## src/rtl/history_buffer.sv

```systemverilog
// Guess-history store for the code-breaking game: records committed guesses with
// their scores and lets the player browse past turns through a registered read port.
module history_buffer #(
  parameter  int PEGS    = 4,
  parameter  int COLOR_W = 3,
  parameter  int TURNS   = 8,
  parameter  int WRAP    = 0,
  localparam int IDX_W   = $clog2(TURNS),
  localparam int CNT_W   = $clog2(TURNS + 1),
  localparam int SCORE_W = $clog2(PEGS + 1),
  localparam int GW      = PEGS * COLOR_W
) (
  input  logic               clk,
  input  logic               reset,
  input  logic               mode,
  input  logic               btn_up,
  input  logic               btn_down,
  input  logic               btn_select,
  input  logic [GW-1:0]      guess,
  input  logic [SCORE_W-1:0] score_exact,
  input  logic [SCORE_W-1:0] score_partial,
  output logic [GW-1:0]      selection,
  output logic [SCORE_W-1:0] sel_exact,
  output logic [SCORE_W-1:0] sel_partial,
  output logic               sel_valid,
  output logic [IDX_W-1:0]   selected_turn,
  output logic [CNT_W-1:0]   turn_count,
  output logic               last_turn,
  output logic               full,
  output logic               commit_ack
);

  logic [CNT_W-1:0]                r_tc;
  logic [IDX_W-1:0]                r_sel;
  logic [TURNS-1:0][GW-1:0]        r_g;
  logic [TURNS-1:0][SCORE_W-1:0]   r_e;
  logic [TURNS-1:0][SCORE_W-1:0]   r_p;
  logic [GW-1:0]                   r_sg;
  logic [SCORE_W-1:0]              r_se;
  logic [SCORE_W-1:0]              r_sp;
  logic                            r_ack;

  logic                            w_full;
  logic                            w_empty;
  logic                            w_commit;
  logic [CNT_W-1:0]                w_tc_m1;
  logic [IDX_W-1:0]                w_newest;
  logic [IDX_W-1:0]                w_wr_idx;
  logic [IDX_W-1:0]                w_sel_nxt;

  assign w_full   = (r_tc == CNT_W'(TURNS));
  assign w_empty  = (r_tc == '0);
  assign w_commit = !mode && btn_select && !w_full;
  assign w_tc_m1  = r_tc - CNT_W'(1);
  assign w_newest = w_empty ? '0 : w_tc_m1[IDX_W-1:0];
  assign w_wr_idx = r_tc[IDX_W-1:0];

  // In guess mode the index always tracks the newest entry, so entering browse
  // mode naturally starts there and any same-cycle step applies on top of it.
  always_comb begin
    w_sel_nxt = r_sel;
    if (!mode) begin
      w_sel_nxt = w_commit ? w_wr_idx : w_newest;
    end else if (w_empty) begin
      w_sel_nxt = '0;
    end else if (btn_up && !btn_down) begin
      if (r_sel == w_newest) w_sel_nxt = (WRAP != 0) ? '0 : r_sel;
      else                   w_sel_nxt = r_sel + IDX_W'(1);
    end else if (btn_down && !btn_up) begin
      if (r_sel == '0) w_sel_nxt = (WRAP != 0) ? w_newest : '0;
      else             w_sel_nxt = r_sel - IDX_W'(1);
    end
  end

  always_ff @(posedge clk) begin
    if (reset) begin
      r_tc  <= '0;
      r_sel <= '0;
      r_g   <= '0;
      r_e   <= '0;
      r_p   <= '0;
      r_sg  <= '0;
      r_se  <= '0;
      r_sp  <= '0;
      r_ack <= 1'b0;
    end else begin
      r_sel <= w_sel_nxt;
      r_ack <= w_commit;
      if (w_commit) begin
        r_g[w_wr_idx] <= guess;
        r_e[w_wr_idx] <= score_exact;
        r_p[w_wr_idx] <= score_partial;
        r_tc          <= r_tc + CNT_W'(1);
      end
      // Registered read of the currently selected entry; blanked while empty.
      r_sg <= w_empty ? '0 : r_g[r_sel];
      r_se <= w_empty ? '0 : r_e[r_sel];
      r_sp <= w_empty ? '0 : r_p[r_sel];
    end
  end

  assign selection     = r_sg;
  assign sel_exact     = r_se;
  assign sel_partial   = r_sp;
  assign sel_valid     = !w_empty;
  assign selected_turn = r_sel;
  assign turn_count    = r_tc;
  assign last_turn     = (r_tc == CNT_W'(TURNS - 1));
  assign full          = w_full;
  assign commit_ack    = r_ack;

endmodule

```

## config.mk

```make
export PLATFORM = sky130hd
export DESIGN_NAME = history_buffer
export DESIGN_NICKNAME = d
export VERILOG_FILES = /design/src/rtl/history_buffer.sv
export SDC_FILE = /design/constraint.sdc
export NUM_CORES = 1
export LEC_CHECK = 0
export ABC_AREA = 1
export BUFFER_PORTS_ARGS = -buffer_cell sky130_fd_sc_hd__buf_2
export CORE_MARGIN = 10
export CORE_UTILIZATION = 65
export DETAILED_ROUTE_END_ITERATION = 8
export HOLD_SLACK_MARGIN = 0.06
export PLACE_DENSITY = 0.95
export SKIP_CTS_REPAIR_TIMING = 1
export SLEW_MARGIN = 5
export SYNTH_ARGS = -nofsm -noshare
export SYNTH_HDL_FRONTEND = slang
export SYNTH_SLANG_ARGS = --single-unit
```

## constraint.sdc

```tcl
create_clock -name clk -period 3 [get_ports clk]
set_input_delay 0.3 -clock clk [delete_from_list [all_inputs] [get_ports clk]]
set_output_delay 0.3 -clock clk [all_outputs]
set_load 0.02 [all_outputs]
```

### Word-level counts from Yosys, hierarchy flattened

Cells that the tools add are included.

* $add $sub $neg: 4
* $lt $le $gt $ge: 3
* reductions and logical operators: 14
* equality and inequality tests: 5
* multiplexer cells: 21

Operators by type and width (count)
* 96-bit bitwise mux: 1
* 24-bit bitwise mux: 2
* 12-bit binary-select mux with 3-bit select: 1
* 12-bit demux with 3-bit select: 1
* 3-bit 2-to-1 mux: 11
* 12-bit 2-to-1 mux: 2
* 3-bit binary-select mux with 3-bit select: 2
* 3-bit demux with 3-bit select: 1
* 3-bit by 4-bit < comparator with 1-bit output, second input constant: 2
* 3-bit by 1-bit subtractor with 3-bit output, second input constant: 2
* 1-bit logical AND: 5
* 1-bit logical NOT: 5
* 4-bit by 1-bit adder with 4-bit output, second input constant: 1
* 4-bit by 3-bit equality test with 1-bit output, second input constant: 1
* 4-bit equality test, second input constant: 1
* 4-bit logical NOT: 1
* 4-bit by 1-bit != test with 1-bit output, second input constant: 1
* 4-bit != test, second input constant: 1
* 3-bit by 1-bit adder with 3-bit output, second input constant: 1
* 3-bit equality test: 1
* 3-bit by 1-bit greater-or-equal comparator with 1-bit output, second input constant: 1
* 3-bit logical NOT: 1
* 2-bit AND reduction: 1
* 2-bit OR reduction: 1

* register bits: 170
* input port bits: 24
* word-level logic and storage cells: 77

### Longest topological paths before layout

* word-level depth: 7
* depth in mapped cells: 15
* depth with buffers taken out: 13

### Least setup slack after synthesis

Ideal clock, no wire load.

* kind: reg2reg
* start point: reg r_tc[1] (netlist: turn_count[1])
* end point: reg r_g[86] (netlist bit)
* slack: 0.813 ns
* required time: 2.884 ns
* setup time: 0.116 ns
* stages on the path, launching flop included: 10
* arrival: 2.070 ns
* path through: dfxtp_1 -> inv_2 -> ha_1 -> nand3_4 -> nand2_8 -> nor2_8 -> nand3_4 -> buf_6 -> o21ai_1 -> a21oi_1

* longest elaborated chain between the ends: 5
* elaborated cells on any way between the ends: 9

RTL lines
* from (decl): RTL line 33 `logic [CNT_W-1:0] r_tc;`
* from (signal assigned): RTL line 93 `r_tc <= r_tc + CNT_W'(1);`
* 3-bit by 4-bit < comparator with 1-bit output (implied by the code) / 3-bit by 1-bit greater-or-equal comparator with 1-bit output (equally long branches): RTL line 90 `r_g[w_wr_idx] <= guess;`
* 1-bit logical AND (implied by the code): RTL line 90
* 12-bit 2-to-1 mux (implied by the code): RTL line 90
* 12-bit demux with 3-bit select: RTL line 90
* 96-bit bitwise mux: RTL line 90
* to (signal, indexed assignment): RTL line 90
* to (decl): RTL line 35 `logic [TURNS-1:0][GW-1:0] r_g;`

Several ways; a longest one is shown, not always the timed one.
A chain may end at the register's enable or synchronous reset.

### Worst setup path in the final report

* start point: reg r_tc[0] (netlist: turn_count[0])
* end point: reg r_g[68] (netlist bit)

The elaborated chain is that of the path after synthesis.

==> results.sh <==
export IMPL_max_stage_delay_ns=0.49
export IMPL_synth_edff_count=0
export IMPL_syn_area_per_cell_um2=7.437
export IMPL_outcome="completed"
export IMPL_core_area_um2=11320
export IMPL_dpl_instance_area_um2=7637
export IMPL_cts_tree="done"
export IMPL_ctsHtreeMaxLevel=4
export IMPL_drc=0
export IMPL_setup_tns_ns=0
export IMPL_crit_fanout=30
export IMPL_cts_sinks=170
export IMPL_yosysWarnings=0
export IMPL_setup_violations=0
export IMPL_cts_buffers=17
export IMPL_timing_fmax_mhz=395.9
export IMPL_p_per_area_nw_per_um2=615.6
export IMPL_p_sw_share_pct=26.26
export IMPL_worstSkewPairLatency_ns=0.44
export IMPL_synth_top_flop_cell="dfxtp_1"
export IMPL_syn_inst=1003
export IMPL_worstPathArrival_ns=2.84
export IMPL_multiInputGateArea_um2=3334
export IMPL_cp_num_buf_inv=1
export IMPL_cts_buffer_depth=2
export IMPL_vias=7177
export IMPL_wl_per_cell_um=17.24
export IMPL_max_cap_viol_count=0
export IMPL_syn_nets=1034
export IMPL_viasPerCell=6.113
export IMPL_num_rows=39
export IMPL_hold_path_class="in -> reg"
export IMPL_antenna_diode_count=0
export IMPL_grt_max_degree=84
export IMPL_start_kind="flop"
export IMPL_switchingPower_mw=1.327
export IMPL_dr_pass1_iters=7
export IMPL_port_buffers=52
export IMPL_start_util_pct=65.89
export IMPL_yosysSeqAreaShare_pct=45.62
export IMPL_required_ns=3.31
export IMPL_regArea_um2=3405
export IMPL_dp_hpwl_um=11310
export IMPL_fillCellCount=772
export IMPL_comb_power_share_pct=11.5
export IMPL_synth_seq_cells=170
export IMPL_drt_iter0_markers=885
export IMPL_antenna_found_initial=0
export IMPL_power_frac_clock_pct=42.2
export IMPL_slowest_stage="nand3_2"
export IMPL_wl_um=20230
export IMPL_seqPwrFrac_pct=46.2
export IMPL_synth_largest_area_cell="dfxtp_1"
export IMPL_fin_total_pwr_mw=5.053
export IMPL_worst_pin_slew_ns=0.8872
export IMPL_clk_pin_slew_ns=0.06
export IMPL_endpoint_kind="flop"
export IMPL_postLayoutCellArea_um2=8208
export IMPL_power_internal_mw=3.726
export IMPL_p_leak_nw=3.074
export IMPL_die_height_um=127.1
export IMPL_num_io_pins=53
export IMPL_place_congestion=0.8406
export IMPL_overflow=0
export IMPL_root_buffer="clkbuf_16"
export IMPL_hold_viol=0
export IMPL_relSlewSlack_pct=40.85
export IMPL_async_flop_share_pct=0
export IMPL_fin_nets=1049
export IMPL_slew_violations=0
export IMPL_fin_crit_ns=2.526
export IMPL_drive_gt1_share_pct=12.22
export IMPL_fin_util_pct=72.50
export IMPL_netlist_area_um2=7460
export IMPL_worstPathCellList="inv_2 -> ha_1 -> nand3_4 -> nand2_8 -> nor2_8 -> nand3_2 -> o21ai_0 -> nor2_1"
export IMPL_area_delta_synth_final_pct=10.03
export IMPL_period_share_pct=84.19
export IMPL_fp_dieArea_um2=16160
export IMPL_rsz0062_at_grt="false"
export IMPL_critPathKind="reg -> reg"
export IMPL_synth_top_area_share_pct=45.62
export IMPL_grtUsageTotal_pct=24.35
export IMPL_synth_area_leaders="dfxtp_1 46%, o21ai_0 13%, nor2_1 12%, a21oi_1 6.8%, inv_1 3.8%"
export IMPL_ys_types=33
export IMPL_critical_path_top_delay_family="simple AND/OR/NAND/NOR gates"
export IMPL_ir_drop_uv=361.6
export IMPL_grt_pass1_wl_um=32750
export IMPL_ant_nets=0
export IMPL_die_w_um=127.1
export IMPL_grt_pass1_vias=6688
export IMPL_fin_worst_skew_ns=0.01189
==> placed cells by master, fill, tap and decap left out, types with 3 or more instances in the layout <==
master	count
inv_4	3
a31oi_1	18
dfxtp_1	169
buf_4	9
o21ai_1	26
o21ai_0	198
nor2_1	235
a21oi_1	102
ha_1	7
inv_1	75
nand3_1	21
clkbuf_16	17
nand2_1	40
buf_2	52
nand4_4	4
o21ai_2	4
o211ai_1	7
nand3_4	4
inv_2	5
clkinv_2	8
==> sequential cells by signal, indices dropped and copies added (netlist names) <==
| signal | flops |
|---|---|
| r_g | 96 |
| r_e | 24 |
| r_p | 24 |
| selection | 12 |
| turn_count | 4 |
| sel_exact | 3 |
| sel_partial | 3 |
| selected_turn | 3 |
| commit_ack | 1 |
==> path summary, 6_finish.rpt <==
check / depth (start not counted) / endpoint / slack [ns] / from
worst min-delay path: 2 / commit_ack / 0.09 / reset
worst max register to register: 8 / r_g[68] / 0.47 / turn_count[0]
worst min register to register: 2 / r_g[88] / 0.44 / r_g[88]
worst max-delay path: 8 / r_g[68] / 0.47 / turn_count[0]
==> cells by family (layout without fill, tap and decap cells) <==
logic type               after synthesis  in the layout  synth area share, %
adder cells (fa/ha/maj)                7              7                1.174
flip-flops                           170            170                45.62
AND/OR/NAND/NOR                      312            312                18.40
buffers and inverters                154            182                9.678
XOR/XNOR                               2              2               0.2349
AO/OA/AOI/OAI                        358            358                24.89
==> power by group through the flow <==
stage / Combinational [mW] / Clock, mW / Sequential (mW)
final: 0.583 / 2.13 / 2.34
after CTS: 0.572 / 2.13 / 2.34
after global routing: 0.644 / 2.22 / 2.34
after global placement: 0.543 / 0 / 2.38
after detailed placement: 0.558 / 0 / 2.38
after floorplan: 0.367 / 0 / 2.41
==> routing by layer <==
layer	GRT usage [%]	part of all wire, %	wire length [um]	vias to the layer above
met3	5.459	8.8	1784	77
met5	0	0	0	-
met2	40.13	49	9943	410
met1	28.94	39	7861	3343
li1	-	-	-	3347
met4	13.13	3.2	646	0
==> synth_stat cells (5+ instances only) <==
master / instances
clkbuf_1: 35
nor2_1: 235
buf_1: 6
a31oi_1: 18
inv_2: 5
dfxtp_1: 170
buf_6: 14
inv_1: 76
o211ai_1: 7
buf_2: 10
nand2_1: 40
ha_1: 7
o21ai_0: 198
nand3_1: 21
o21ai_1: 26
a21oi_1: 102
==> cell type report <==
cell class                      count  area share, %
Multi-Input combinational cell    679          40.63
Timing Repair Buffer               63          4.482
Clock inverter                     12          1.509
Clock buffer                       20          5.442
Sequential cell                   170          41.48
Tap cell                          143          2.180
Inverter                           87          4.284
==> per-stage QoR <==
step | setup WS, ns | hold slack [ns] | std cells
after floorplan | 0.8134 | 0.3724 | 1003
after global placement | 0.7819 | 0.4254 | 1142
after detailed placement | 0.6499 | 0.4306 | 1142
after CTS | 0.5158 | 0.08248 | 1174
after global routing | 0.3341 | 0.09860 | 1174
final | 0.4742 | 0.09116 | 1174
(Power assumes the default switching activity.)
